## config.mk

```make
export PLATFORM = sky130hd
export DESIGN_NAME = alu_seq
export DESIGN_NICKNAME = d
export VERILOG_FILES = /design/src/rtl/alu_seq.sv
export SDC_FILE = /design/constraint.sdc
export NUM_CORES = 1
export LEC_CHECK = 0
export CAP_MARGIN = 5
export CORE_MARGIN = 3
export CORE_UTILIZATION = 58
export CTS_CLUSTER_DIAMETER = 50
export DETAILED_ROUTE_END_ITERATION = 10
export GPL_ROUTABILITY_DRIVEN = 0
export PLACE_DENSITY = 0.89
export REMOVE_ABC_BUFFERS = 1
export SYNTH_ARGS = -nofsm -noshare
export SYNTH_HDL_FRONTEND = slang
export SYNTH_SLANG_ARGS = --single-unit
```

## constraint.sdc

```tcl
create_clock -name CLK -period 4.58 [get_ports CLK]
set_clock_uncertainty 0.2 [all_clocks]
set_input_delay 0.687 -clock CLK [delete_from_list [all_inputs] [get_ports CLK]]
set_output_delay 0.687 -clock CLK [all_outputs]
set_load 0.02 [all_outputs]
```

## src/rtl/alu_seq.sv

```systemverilog
// alu_seq: clocked, parametrised ALU with a valid/ready operand handshake
// and a held result.
//
// Operands are accepted in IDLE. Single-cycle ops register RESULT/ZERO/CARRY
// on the accept edge and enter HOLD. Multiply runs an iterative shift-add in
// MUL, one multiplier bit per cycle, and then enters HOLD. HOLD keeps the
// result stable until OUT_READY is seen.
//
// Optional feature macro: ALU_SEQ_MUL_EN
//   defined   - opcode 101 is an unsigned WIDTH x WIDTH multiply (WIDTH+1 cycles)
//   undefined - no multiplier or MUL state; opcode 101 returns RESULT=0,
//               ZERO=1, CARRY=1 after one cycle (unsupported-op flag)
//
// Ports:
//   CLK, RESETN          clock (rising edge), async active-low reset
//   IN_VALID / IN_READY  operand handshake; IN_READY=1 only in IDLE
//   DATA1, DATA2         operands (DATA2[SHW-1:0] is the shift amount)
//   SELECT               opcode
//   OUT_VALID/OUT_READY  result handshake
//   RESULT, ZERO, CARRY  registered result and flags
//   BUSY                 state != IDLE
//
// state | meaning
// IDLE  | ready for an operation
// MUL   | iterative multiply in progress (ALU_SEQ_MUL_EN only)
// HOLD  | result valid, waiting for OUT_READY

module alu_seq #(
  parameter  int WIDTH = 8,
  localparam int SHW   = $clog2(WIDTH)
) (
  input  logic             CLK,
  input  logic             RESETN,
  input  logic             IN_VALID,
  output logic             IN_READY,
  input  logic [WIDTH-1:0] DATA1,
  input  logic [WIDTH-1:0] DATA2,
  input  logic [2:0]       SELECT,
  output logic             OUT_VALID,
  input  logic             OUT_READY,
  output logic [WIDTH-1:0] RESULT,
  output logic             ZERO,
  output logic             CARRY,
  output logic             BUSY
);

`ifdef ALU_SEQ_MUL_EN
  typedef enum logic [1:0] {ST_IDLE = 2'd0, ST_MUL = 2'd1, ST_HOLD = 2'd2} state_t;
  localparam int CNT_W = SHW + 1;
`else
  typedef enum logic [1:0] {ST_IDLE = 2'd0, ST_HOLD = 2'd2} state_t;
`endif

  state_t           state_q, state_d;
  logic [WIDTH-1:0] result_q, result_d;
  logic             zero_q, zero_d;
  logic             carry_q, carry_d;
  logic             in_ready_q, in_ready_d;
  logic             out_valid_q, out_valid_d;
  logic             busy_q, busy_d;

`ifdef ALU_SEQ_MUL_EN
  logic [2*WIDTH-1:0] mcand_q, mcand_d;
  logic [2*WIDTH-1:0] acc_q, acc_d;
  logic [WIDTH-1:0]   mplier_q, mplier_d;
  logic [CNT_W-1:0]   cnt_q, cnt_d;
`endif

  // Single-cycle datapath, evaluated directly on the inputs at the accept edge.
  logic [WIDTH:0]   add_ext, sub_ext, sll_ext, sra_ext;
  logic [WIDTH-1:0] alu_res;
  logic             alu_carry;

  always_comb begin
    add_ext = {1'b0, DATA1} + {1'b0, DATA2};
    sub_ext = {1'b0, DATA1} - {1'b0, DATA2};
    // One extra bit on the exit side catches the last bit shifted out;
    // with a zero amount that bit stays 0.
    sll_ext = {1'b0, DATA1} << DATA2[SHW-1:0];
    sra_ext = $signed({DATA1, 1'b0}) >>> DATA2[SHW-1:0];
    alu_res   = '0;
    alu_carry = 1'b0;
    case (SELECT)
      3'b000: alu_res = DATA2;
      3'b001: begin
        alu_res   = add_ext[WIDTH-1:0];
        alu_carry = add_ext[WIDTH];
      end
      3'b010: alu_res = DATA1 & DATA2;
      3'b011: alu_res = DATA1 | DATA2;
      3'b100: begin
        alu_res   = sub_ext[WIDTH-1:0];
        alu_carry = sub_ext[WIDTH];
      end
      3'b101: begin
        alu_res   = '0;
        alu_carry = 1'b1;
      end
      3'b110: begin
        alu_res   = sll_ext[WIDTH-1:0];
        alu_carry = sll_ext[WIDTH];
      end
      default: begin
        alu_res   = sra_ext[WIDTH:1];
        alu_carry = sra_ext[0];
      end
    endcase
  end

  always_comb begin
    state_d  = state_q;
    result_d = result_q;
    zero_d   = zero_q;
    carry_d  = carry_q;
`ifdef ALU_SEQ_MUL_EN
    mcand_d  = mcand_q;
    acc_d    = acc_q;
    mplier_d = mplier_q;
    cnt_d    = cnt_q;
`endif
    case (state_q)
      ST_IDLE: begin
        if (IN_VALID) begin
`ifdef ALU_SEQ_MUL_EN
          if (SELECT == 3'b101) begin
            mcand_d  = {{WIDTH{1'b0}}, DATA1};
            mplier_d = DATA2;
            acc_d    = '0;
            cnt_d    = CNT_W'(WIDTH);
            state_d  = ST_MUL;
          end else begin
            result_d = alu_res;
            carry_d  = alu_carry;
            zero_d   = (alu_res == '0);
            state_d  = ST_HOLD;
          end
`else
          result_d = alu_res;
          carry_d  = alu_carry;
          zero_d   = (alu_res == '0);
          state_d  = ST_HOLD;
`endif
        end
      end
`ifdef ALU_SEQ_MUL_EN
      ST_MUL: begin
        // WIDTH step cycles followed by one cycle that publishes the product.
        if (cnt_q == '0) begin
          result_d = acc_q[WIDTH-1:0];
          carry_d  = |acc_q[2*WIDTH-1:WIDTH];
          zero_d   = (acc_q[WIDTH-1:0] == '0);
          state_d  = ST_HOLD;
        end else begin
          if (mplier_q[0]) acc_d = acc_q + mcand_q;
          mcand_d  = mcand_q << 1;
          mplier_d = mplier_q >> 1;
          cnt_d    = cnt_q - CNT_W'(1);
        end
      end
`endif
      ST_HOLD: begin
        if (OUT_READY) state_d = ST_IDLE;
      end
      default: state_d = ST_IDLE;
    endcase
    in_ready_d  = (state_d == ST_IDLE);
    out_valid_d = (state_d == ST_HOLD);
    busy_d      = (state_d != ST_IDLE);
  end

  always_ff @(posedge CLK or negedge RESETN) begin
    if (!RESETN) begin
      state_q     <= ST_IDLE;
      result_q    <= '0;
      zero_q      <= 1'b0;
      carry_q     <= 1'b0;
      in_ready_q  <= 1'b1;
      out_valid_q <= 1'b0;
      busy_q      <= 1'b0;
`ifdef ALU_SEQ_MUL_EN
      mcand_q     <= '0;
      acc_q       <= '0;
      mplier_q    <= '0;
      cnt_q       <= '0;
`endif
    end else begin
      state_q     <= state_d;
      result_q    <= result_d;
      zero_q      <= zero_d;
      carry_q     <= carry_d;
      in_ready_q  <= in_ready_d;
      out_valid_q <= out_valid_d;
      busy_q      <= busy_d;
`ifdef ALU_SEQ_MUL_EN
      mcand_q     <= mcand_d;
      acc_q       <= acc_d;
      mplier_q    <= mplier_d;
      cnt_q       <= cnt_d;
`endif
    end
  end

  assign IN_READY  = in_ready_q;
  assign OUT_VALID = out_valid_q;
  assign BUSY      = busy_q;
  assign RESULT    = result_q;
  assign ZERO      = zero_q;
  assign CARRY     = carry_q;

endmodule

```

==> Word-level counts from Yosys, hierarchy flattened <==
Cells that the tools add are included.
{ "classes": {"eq_ne": 8, "n_lt_le_gt_ge": 0, "shifts": 2, "n_bitwise": 2, "n_reduce_logical": 7, "n_mul": 0, "mux": 5, "n_div": 0, "addsub": 2} }
{ "ops": {"columns": ["op", "n"], "rows": [
  ["case mux 8 bit (7 select lines)", 1],
  ["adder 8 x 8 -> 9 bit", 1],
  ["== test 3 bit, second input constant", 3],
  ["left shift 8 x 3 -> 9 bit", 1],
  [">>> shifter 9 x 3 -> 9 bit", 1],
  ["subtractor 8 x 8 -> 9 bit", 1],
  ["AND 8 bit", 1],
  ["zero test 8 bit", 1],
  ["OR 8 bit", 1],
  ["== test 3 x 2 -> 1 bit, second input constant", 2],
  ["case mux 1 bit (5 select lines)", 1],
  ["== test 2 bit, second input constant", 2],
  ["zero test 2 bit", 2],
  ["2-to-1 mux 2 bit", 2],
  ["case mux 2 bit (2 select lines)", 1],
  ["== test 3 x 1 -> 1 bit, second input constant", 1],
  ["zero test 3 bit", 1],
  ["OR reduction 3 bit", 1],
  ["AND reduction 2 bit", 1],
  ["nonzero test 2 bit", 1]
]} }
{ "word_totals": {"mem_bits_ro": 0, "memories": 0, "ramBits": 0, "latch_bits": 0, "elab_cells": 33, "input_bits": 23, "reg_bits": 15} }

==> Longest topological paths before layout <==
{ "logic_depth": {"depth_word": 3, "depth_mapped": 10} }

==> Worst setup path before layout <==
Ideal clock, no wire load.
{ "synth_path": {"path_kind": "input-to-reg", "from": "input DATA1[0]", "to": "register zero_q (netlist: ZERO)", "setup_ns": 0.076, "arrival_time_ns": 2.791, "cell_stages": 10, "path_slack_ns": 1.513, "n_path_buf": 0, "t_required_ns": 4.304, "path_cell_list": "inv_1 ha_1 fa_1 nor3_1 or4_1 a21oi_1 o31ai_1 a21bo_1 or4_1 o21ai_1"} }
{ "synth_between": {"elab_chain_len": 3} }
{ "synth_rtl": {"columns": ["item", "line_no", "source"], "rows": [
  ["start, declared", "36", "input logic [WIDTH-1:0] DATA1,"],
  ["subtractor 8 x 8 -> 9 bit (tied with other cells)", "76", "sub_ext = {1'b0, DATA1} - {1'b0, DATA2};"],
  ["case mux 8 bit (7 select lines) (*)", "83", "case (SELECT)"],
  ["zero test 8 bit (*)", "140", "zero_d = (alu_res == '0);"],
  ["end signal, assigned", "189", "zero_q <= zero_d;"],
  ["end, declared", "56", "logic zero_q, zero_d;"]
]} }
Mark *: on every way between the ends. The rest lies on a longest branch, timed or not.
A chain may end at the register's enable or synchronous reset.

==> Worst setup path in the final report <==
{ "layout_path": {"from": "input DATA2[1]", "to": "register zero_q (netlist: ZERO)"} }
{ "layout_between": {"elab_chain_len": 3} }
{ "layout_rtl": {"columns": ["item", "line_no", "source"], "rows": [
  ["start, declared", "37", "input logic [WIDTH-1:0] DATA2,"],
  ["subtractor 8 x 8 -> 9 bit (tied with other cells)", "76", null],
  ["case mux 8 bit (7 select lines) (*)", "83", null],
  ["zero test 8 bit (*)", "140", null]
]} }
Marked as above.

==> metrics.md <==
| Metric | Value |
|---|---|
| CTS tree | `done` |
| Most used DFF post-synth | `dfrtp_1` |
| Ranking of synthesized cells by area | `dfrtp_1 (15%), ha_1 (14%), mux4_2 (6.8%), nand2_1 (6.0%), mux2i_1 (4.3%)` |
| Initial drt markers | `around 190` |
| I/O pin total | `36` |
| Synth cell count leaders | `nand2_1 (37), ha_1 (26), inv_1 (19), nor2_1 (17), a21oi_1 (15)` |
| Tmin final | `between 3 and 4 ns` |
| Initial Util | `0.618` |
| Final Routed Wirelength | `6820 µm` |
| First-pass detailed-route iteration total | `6` |
| Pwr Density | `206 nW/µm²` |
| First-pass GRT wire length | `approximately 11000 µm` |
| Total clock sinks | `15` |
| Mux cell area share after synthesis | `0.143` |
| Nets | `370` |
| Worst-Skew Late Latency | `between 0.2 and 0.3 ns` |
| # Max-Cap Violations | `0` |
| Post-synth ARST share | `1.00` |
| WP data required | `4.55 ns` |
| Vias in the first global route | `between 2000 and 2500` |
| Hold Buf Count CTS | `0` |
| Synth Warn # | `0` |
| LEAKAGE | `1.21 nW` |
| Worst vdd ir | `between 0.09 and 0.1 mV` |
| # rows | `22` |
| Crit Path Class | `in2reg` |
| IO Port Bufs | `35` |
| Grt ovf | `0` |
| Clk buf depth | `2` |
| Final worst setup slack | `0.758 ns` |
| Synth Area in XOR/XNOR | `0.0150` |
| Clock edge transition at the registers on the reported setup and hold paths | `approximately 0.06 ns` |
| Area share of fa/ha/maj cells after synthesis | `0.157` |
| Largest area contributor in the netlist | `dfrtp_1` |
| Rel. slew slack | `0.356` |
| Slew of the pin with the lowest slew margin | `0.964 ns` |
| Cell Count, Final, Fillers Out | `between 300 and 400` |
| Synth top area share | `0.150` |
| Cell Area, Synth | `around 2300 µm²` |
| Resized cells post-CTS | `0` |
| Die Wd | `69.4 µm` |
| Clock root cell | `clkbuf_8` |
| CP Capture Type | `register` |
| Vias | `around 2400` |
| Initial antenna violation count | `0` |
| Worst Hold Class | `reg2reg` |
| Num CTS Buffers | `3` |
| Routed vias/inst | `6.52` |
| Fmax | `between 200 and 300 MHz` |
| Core utilization of the finished layout | `0.739` |
| Number of synthesized flops with an enable pin | `0` |
| Area Growth Syn to Fin | `19.7%` |
| Die Y | `69.4 µm` |
| Simple-gate portion of the synthesized area | `0.220` |
| Synth Register Bits | `15` |
| Final setup TNS | `0 ns` |
| Final period utilization | `0.834` |
| Inserted Diodes | `0` |
| Startpoint Class | `input port` |
| Routed Antenna Nets | `0` |
| WP data arrival | `3.79 ns` |
| Cells after synthesis | `286` |
| Dpl cells | `362` |
| RSZ-0062 raised after global routing | `no` |
| Final hold violation count | `0` |
| CP Max Fanout | `13` |
| Largest family of logic cells by synthesized area | `compound AO/OA/AOI/OAI gates` |
| Syn_area_per_cell | `8.15 µm²` |
| Final setup viols | `0` |
| Fraction of the yosys area taken by sequential cells | `0.162` |
| Htree depth | `1` |
| Largest net degree at the start of global routing | `20` |
| Share of layout cells above drive strength 1 | `0.0881` |
| Synth Area in Compound Gates | `0.242` |
| Placed wire-length estimate | `approximately 5300 µm` |
| Total GRT Usage | `0.278` |
| Final Max Slew Viols | `0` |
| Die area | `4810 µm²` |
| Run status | `finished, final reports clean` |
| Total Power | `0.576 mW` |
| Floorplan Core Area | `3770 µm²` |
| Place WS | `0.603 ns` |
| Wire length per cell | `18.6 µm` |
| DRC viols | `0` |
| Post-CTS Setup Repair Bufs | `0` |
| Count leader, synth | `nand2_1` |
| Yosys cell types | `57` |
==> cells in the final DEF, fill, tap and decap left out, types with 3 or more instances in the layout <==
cell	n
mux4_2	7
inv_1	19
nor2_1	17
clkbuf_8	3
nor3b_1	3
o31ai_1	6
nand2b_1	10
a21oi_1	15
a22o_1	4
ha_1	26
or4_1	3
nand3b_1	5
mux2i_1	10
nor3_1	6
a21o_1	3
o21ai_0	14
a211oi_1	5
dfrtp_1	14
a221o_1	3
nand2_1	37
nand4_1	3
xnor2_1	3
o21bai_1	3
nor2b_1	6
o211ai_1	8
buf_4	9
clkdlybuf4s50_1	35
nand3_1	3
==> layout make-up <==
type	count	area (µm²)
Sequential cell	15	377
Multi-Input combinational cell	236	1810
Tap cell	48	60.1
Fill cell	296	983
Timing Repair Buffer	44	418
Inverter	19	71.3
Clock inverter	1	7.51
Clock buffer	3	41.3
==> metrics by stage <==
step,hold WS (ns),cell area (µm²)
6_report,0.292,2790
5_1_grt,0.324,2790
4_1_cts,0.292,2790
3_5_place_dp,0.278,2740
3_3_place_gp,0.260,2740
2_1_floorplan,0.191,2260
==> worst paths after layout <==
path	cells past startpoint	start	slack [ns]	endpoint
setup / recovery	10	DATA2[1]	0.76	ZERO
hold / removal	2	RESULT[4]	0.29	RESULT[4]
setup reg to reg	4	state_q[1]	2.64	ZERO
hold reg to reg	2	RESULT[4]	0.29	RESULT[4]
max in group asynchronous	1	RESETN	3.13	RESULT[5]
min in group asynchronous	1	RESETN	0.64	RESULT[0]
==> critical path, cell delays in order <==
cell and delay (ns):
clkdlybuf4s50_1 0.81, inv_1 0.20, ha_1 0.34, a21o_1 0.18, a21oi_1 0.25, xnor2_1 0.11
a221o_1 0.39, a21bo_1 0.19, or4_1 0.48, o21ai_1 0.16
==> state kept, by name, indices dropped and copies added (netlist names) <==
signal / cells
ZERO: 1
CARRY: 1
RESULT: 8
IN_READY: 1
state_q: 2
BUSY: 1
OUT_VALID: 1
==> power by group <==
part	internal, mW	switching, mW
combinational	0.137	0.163
clock	0.0611	0.0478
sequential	0.153	0.0129
total	0.352	0.224
==> kinds of logic (layout without fill, tap and decap cells) <==
logic type,count (synthesis),count (layout)
AOI/OAI and AO/OA,81,81
xor gates and xnor gates,4,4
adders and majority gates,28,28
buffers and inverters,35,67
DFF,15,15
muxes,21,21
other,1,1
and+or+nand+nor,101,101
==> metal layers <==
layer / up-vias / GRT usage / share of wire
met5: - / 0 / 0
met4: 0 / 0.0911 / 0.030
met3: 22 / 0.0290 / 0.096
met2: 139 / 0.478 / 0.48
met1: 1113 / 0.365 / 0.39
li1: 1114 / - / -
(Power assumes the default switching activity.)
==> patch 1 (same settings) <==
Add a define of `ALU_SEQ_MUL_EN`.
--- a/src/rtl/alu_seq.sv
+++ b/src/rtl/alu_seq.sv
@@ -26,2 +26,4 @@
 // HOLD  | result valid, waiting for OUT_READY
+
+`define ALU_SEQ_MUL_EN
 
Check against the original RTL: not equivalent (a bounded check fails within 4 cycles, from zero or initial values and one cycle with RESETN low).
==> patch 1 against the unedited design <==
- first-iteration DRC count rose by 110%
- clock power rose to 5.0 times the old value
- combinational power rose to 4.2 times the old value
- worst setup slack improved by 0.085 ns
- cell area rose by 99%
- utilization fell by 4.4 points
- sequential cell count rose by 44
- count of clock-buffer cells in the layout rose by 7
- synthesized area rose by 110%
- routed wire length rose by 97%
- total power rose to 4.8 times the old value
- die area rose by 99%
- largest power group unchanged
==> patch 1: results (changes against the unedited design) <==
first_pass_iters: 7  # +1
wl_per_cell_um: 18.69  # +0.26%
dp_slack_ns: 0.5900  # -0.01280 ns
synth.area.top_cells: "dfrtp_1 (30%), ha_1 (11%), nand2_1 (6.8%), o21ai_0 (5.2%), a21oi_1 (4.8%)"
gr-usage-met3_pct: 8.429  # +5.5 points
synthTopCellsByCount: "nand2_1 (89), dfrtp_1 (58), nor2_1 (54)"
pwr-share-seq_pct: 34.4  # +5.5 points
max_stage_delay_ns: 0.73  # -0.08 ns
r2r_start: "mcand_q[0]$_DFFE_PN0P_"
layout-drive-gt1-share_pct: 8.590  # -0.22 points
status: "finished clean"
htreeDepth: 3  # +2
routed_wl_um: 13440  # +97%
wl_met3_um: 1297  # +98%
hold_class: "primary input to asynchronous set/reset pin"
clk_latency_ns: 0.35  # +0.10 ns
met2RoutedLength_um: 6285  # +92%
reg2reg_slack_ns: 1.55  # -1.09 ns
drt_iter0_markers: 393  # +110%
placed_cells: 703  # +94%
max_slew.worst_pin.slew_ns: 0.9531  # -0.01058 ns
ir_worst_vdd_v: 0.0003860  # +290%
gr-usage-met2_pct: 44.76  # -3.0 points
internal_power_uw: 1628  # +360%
rr_endpoint: "acc_q[14]$_DFFE_PN0P_"
wl_met1_um: 5260  # +96%
pg_seq_uw: 955  # +480%
cp_max_fo: 12  # -1
fill_cells: 599  # +100%
holdWs_ns: 0.1075  # -0.1850 ns
hpwlAfterDp_um: 9746  # +83%
groute.layer.met1.usage_pct: 36.51  # about the same
r2r_cells: 10  # +6
power_frac_clock_pct: 19.7  # +0.8 points
[patch 1: changes by cell type after synthesis, sizes merged, moves of 10 or more]
cell	unedited run	this run
inv	19	30
clkbuf	11	21
nand2	37	89
ha	26	43
o21ai	15	51
dfrtp	14	58
a21oi	15	47
nor2	17	54
[patch 1: worst max path at each step]
stage,to,depth (start not counted),slack (ns),start
after CTS,RESULT[7]$_DFFE_PN0P_,11,0.90,DATA1[4]
final,RESULT[7]$_DFFE_PN0P_,11,0.84,DATA1[4]
after global routing,RESULT[7]$_DFFE_PN0P_,11,0.49,DATA1[4]
after global placement,ZERO$_DFFE_PN0P_,10,0.71,DATA1[4]
after floorplan,cnt_q[3]$_DFFE_PN0P_,5,1.41,state_q[0]$_DFF_PN0_
after detailed placement,RESULT[7]$_DFFE_PN0P_,11,0.59,DATA1[4]
[patch 1: final cells by class]
type	count	area, um2	area share (%)
inverters	30	112.6	2.033
flip-flops and latches	59	1478	26.68
clock inverters	6	88.84	1.604
clock buffers	10	137.6	2.485
multi-input cells	468	3181	57.43
repair buffers	44	412.9	7.456
well taps	102	127.6	2.305
[patch 1: worst register-to-register path, delay by kind of cell (launching register included)]
kind / cells / cell delay, ns
compound gates: 5 / 1.00
xor+xnor: 1 / 0.16
fa+ha+maj: 2 / 0.67
flops: 1 / 0.41
simple gates: 2 / 0.46
[patch 1: kinds of logic (layout without fill, tap and decap cells)]
kind of cell / count (synthesis) / after routing / synth area share, %
simple gates: 206 / 206 / 19.12
compound gates: 185 / 185 / 24.97
buf+inv: 62 / 90 / 5.004
flops: 59 / 59 / 30.15
fa+ha+maj: 46 / 46 / 12.20
mux: 16 / 16 / 5.872
xor+xnor: 15 / 15 / 2.681
==> patch 2 (same flow settings) <==
Made on the original files. Reset style: synchronous (`RESETN`), changed in one clocked block. Comments in the files are not updated.
--- a/src/rtl/alu_seq.sv
+++ b/src/rtl/alu_seq.sv
@@ -170,3 +170,3 @@
 
-  always_ff @(posedge CLK or negedge RESETN) begin
+  always_ff @(posedge CLK) begin
     if (!RESETN) begin
Check against the original RTL: differs if RESETN is asserted again (counterexample within 4 cycles, from zero or initial values and one cycle with RESETN low); with RESETN held inactive, the same outputs for 10 cycles.
==> patch 2 against the unedited design <==
- critical endpoint is now RESULT[6]$_SDFFE_PN0P_
- combinational power fell by 18%
- sequential share of layout area fell by 2.4 points
- total power fell by 14%
- worst setup slack improved by 0.18 ns
- synthesized cell count fell by 2.1%
- register-to-register slack improved by 0.26 ns
- cell area fell by 3.3%
- largest cell class unchanged
- routed wire length fell by 12%
- sequential cell count did not move
- final cell count fell by 2.7%
- non-clock buffer count fell by 2
- synthesized area fell by 2.0%
- worst hold slack got worse by 0.034 ns
- clock power fell by 4%
==> patch 2: results (changes against the unedited design) <==
synth_warnings: 0  # unchanged
cp.arrival_ns: 3.62  # -0.17 ns
post_cts_resized: 0  # unchanged
crit_path_top_delay_cell: "clkdlybuf4s50_1"
wl_met3_um: 616  # -5.8%
r2r_cells: 5  # +1
cp_max_fo: 10  # -3
reg2reg_slack_ns: 2.90  # +0.26 ns
fill_cells: 310  # +4.7%
vias_per_cell: 6.514  # -0.16%
hpwlAfterDp_um: 4673  # -12%
drt_iter0_markers: 270  # +41%
synth-compound-area-share_pct: 28.22  # +4.0 points
synth_xor_area_share_pct: 3.068  # +1.6 points
max_slew.worst_pin.slew_ns: 0.5279  # -0.4358 ns
power_frac_clock_pct: 21.2  # +2.3 points
groute.layer.met1.usage_pct: 36.99  # +0.52 points
first_pass_iters: 5  # -1
regArea_um2: 300.3  # -20%
cellLeakagePower_uw: 0.001113  # -7.9%
max_stage_delay_ns: 0.68  # -0.13 ns
holdWs_ns: 0.2582  # -0.03432 ns
startpoint: "DATA1[1]"
wl_met1_um: 2457  # -8.4%
hp-start: "RESULT[2]$_SDFFE_PN0P_"
ir_worst_vdd_v: 0.0001145  # +17%
rr_endpoint: "ZERO$_SDFFE_PN0P_"
final_nets: 360  # -2.7%
crit_end: "RESULT[6]$_SDFFE_PN0P_"
hold_class: "flop to flop"
wl_per_cell_um: 16.78  # -10%
grt_pass1_vias: 2031  # -9.9%
clk_latency_ns: 0.24
synthAdderAreaFrac_pct: 16.00  # +0.32 points
yosysUniqueCellTypes: 63  # +11%
met2RoutedLength_um: 2826  # -14%
synth.area.top_cells: "ha_1 (14%), dfxtp_1 (13%), mux4_2 (11%), a21oi_1 (4.4%), nand2_1 (3.8%)"
grt_usage_pct: 26.64  # -1.2 points
antenna_found_initial: 0  # unchanged
yosysSeqAreaShare_pct: 13.15  # -3.0 points
pg_seq_uw: 141  # -15%
power.switching_uw: 181.7  # -19%
r2r_start: "state_q[1]$_SDFF_PN0_"
cts_setup_buffers: 0  # unchanged
clockRootBuffer: "clkbuf_8"
path_delay_family: "compound AO/OA/AOI/OAI gates"
gr-usage-met3_pct: 4.538  # +1.6 points
grt_pass1_wl_um: 9632  # -12%
hold_end: "RESULT[2]$_SDFFE_PN0P_"
grt_max_degree: 22  # +10%
synthMuxAreaShare_pct: 14.41  # +0.13 points
synthTopCellsByCount: "ha_1 (26), nand2_1 (23), inv_1 (21)"
place_area_mm2: 0.002651  # -3.2%
status: "finished clean"
async_flop_share_pct: 0  # -100 points
layout-drive-gt1-share_pct: 9.091  # +0.29 points
gr-usage-met2_pct: 44.22  # -3.6 points
highest_layer: "met4"
synth_flop_cell: "dfxtp_1"
==> patch 2: cell count changes in the layout (fill, tap and decap cells not counted), sizes merged, moves of 5 or more <==
cell | unedited run | this run
o211ai | 8 | 3
dfrtp | 14 | 0
nand3b | 5 | 0
dfxtp | 0 | 15
nand2 | 37 | 23
a31oi | 1 | 6
nor2b | 6 | 1
a21oi | 15 | 21
o31ai | 6 | 1
nand2b | 10 | 4
==> patch 2: area by class of cell <==
type | instances | share of cell area, %
Sequential cell | 15 | 11.14
Inverter | 25 | 3.480
Multi-Input combinational cell | 222 | 66.54
Timing Repair Buffer | 42 | 14.94
Clock buffer | 4 | 1.671
Tap cell | 48 | 2.227
==> patch 2: stage by stage <==
step | instances | setup WS, ns | power (uW)
floorplan | 262 | 1.553 | 291.9
global placement | 352 | 0.8164 | 381.3
detailed placement | 352 | 0.6981 | 386.0
CTS | 356 | 0.9373 | 488.4
global route | 356 | 0.7425 | 522.5
finish | 356 | 0.9372 | 492.7
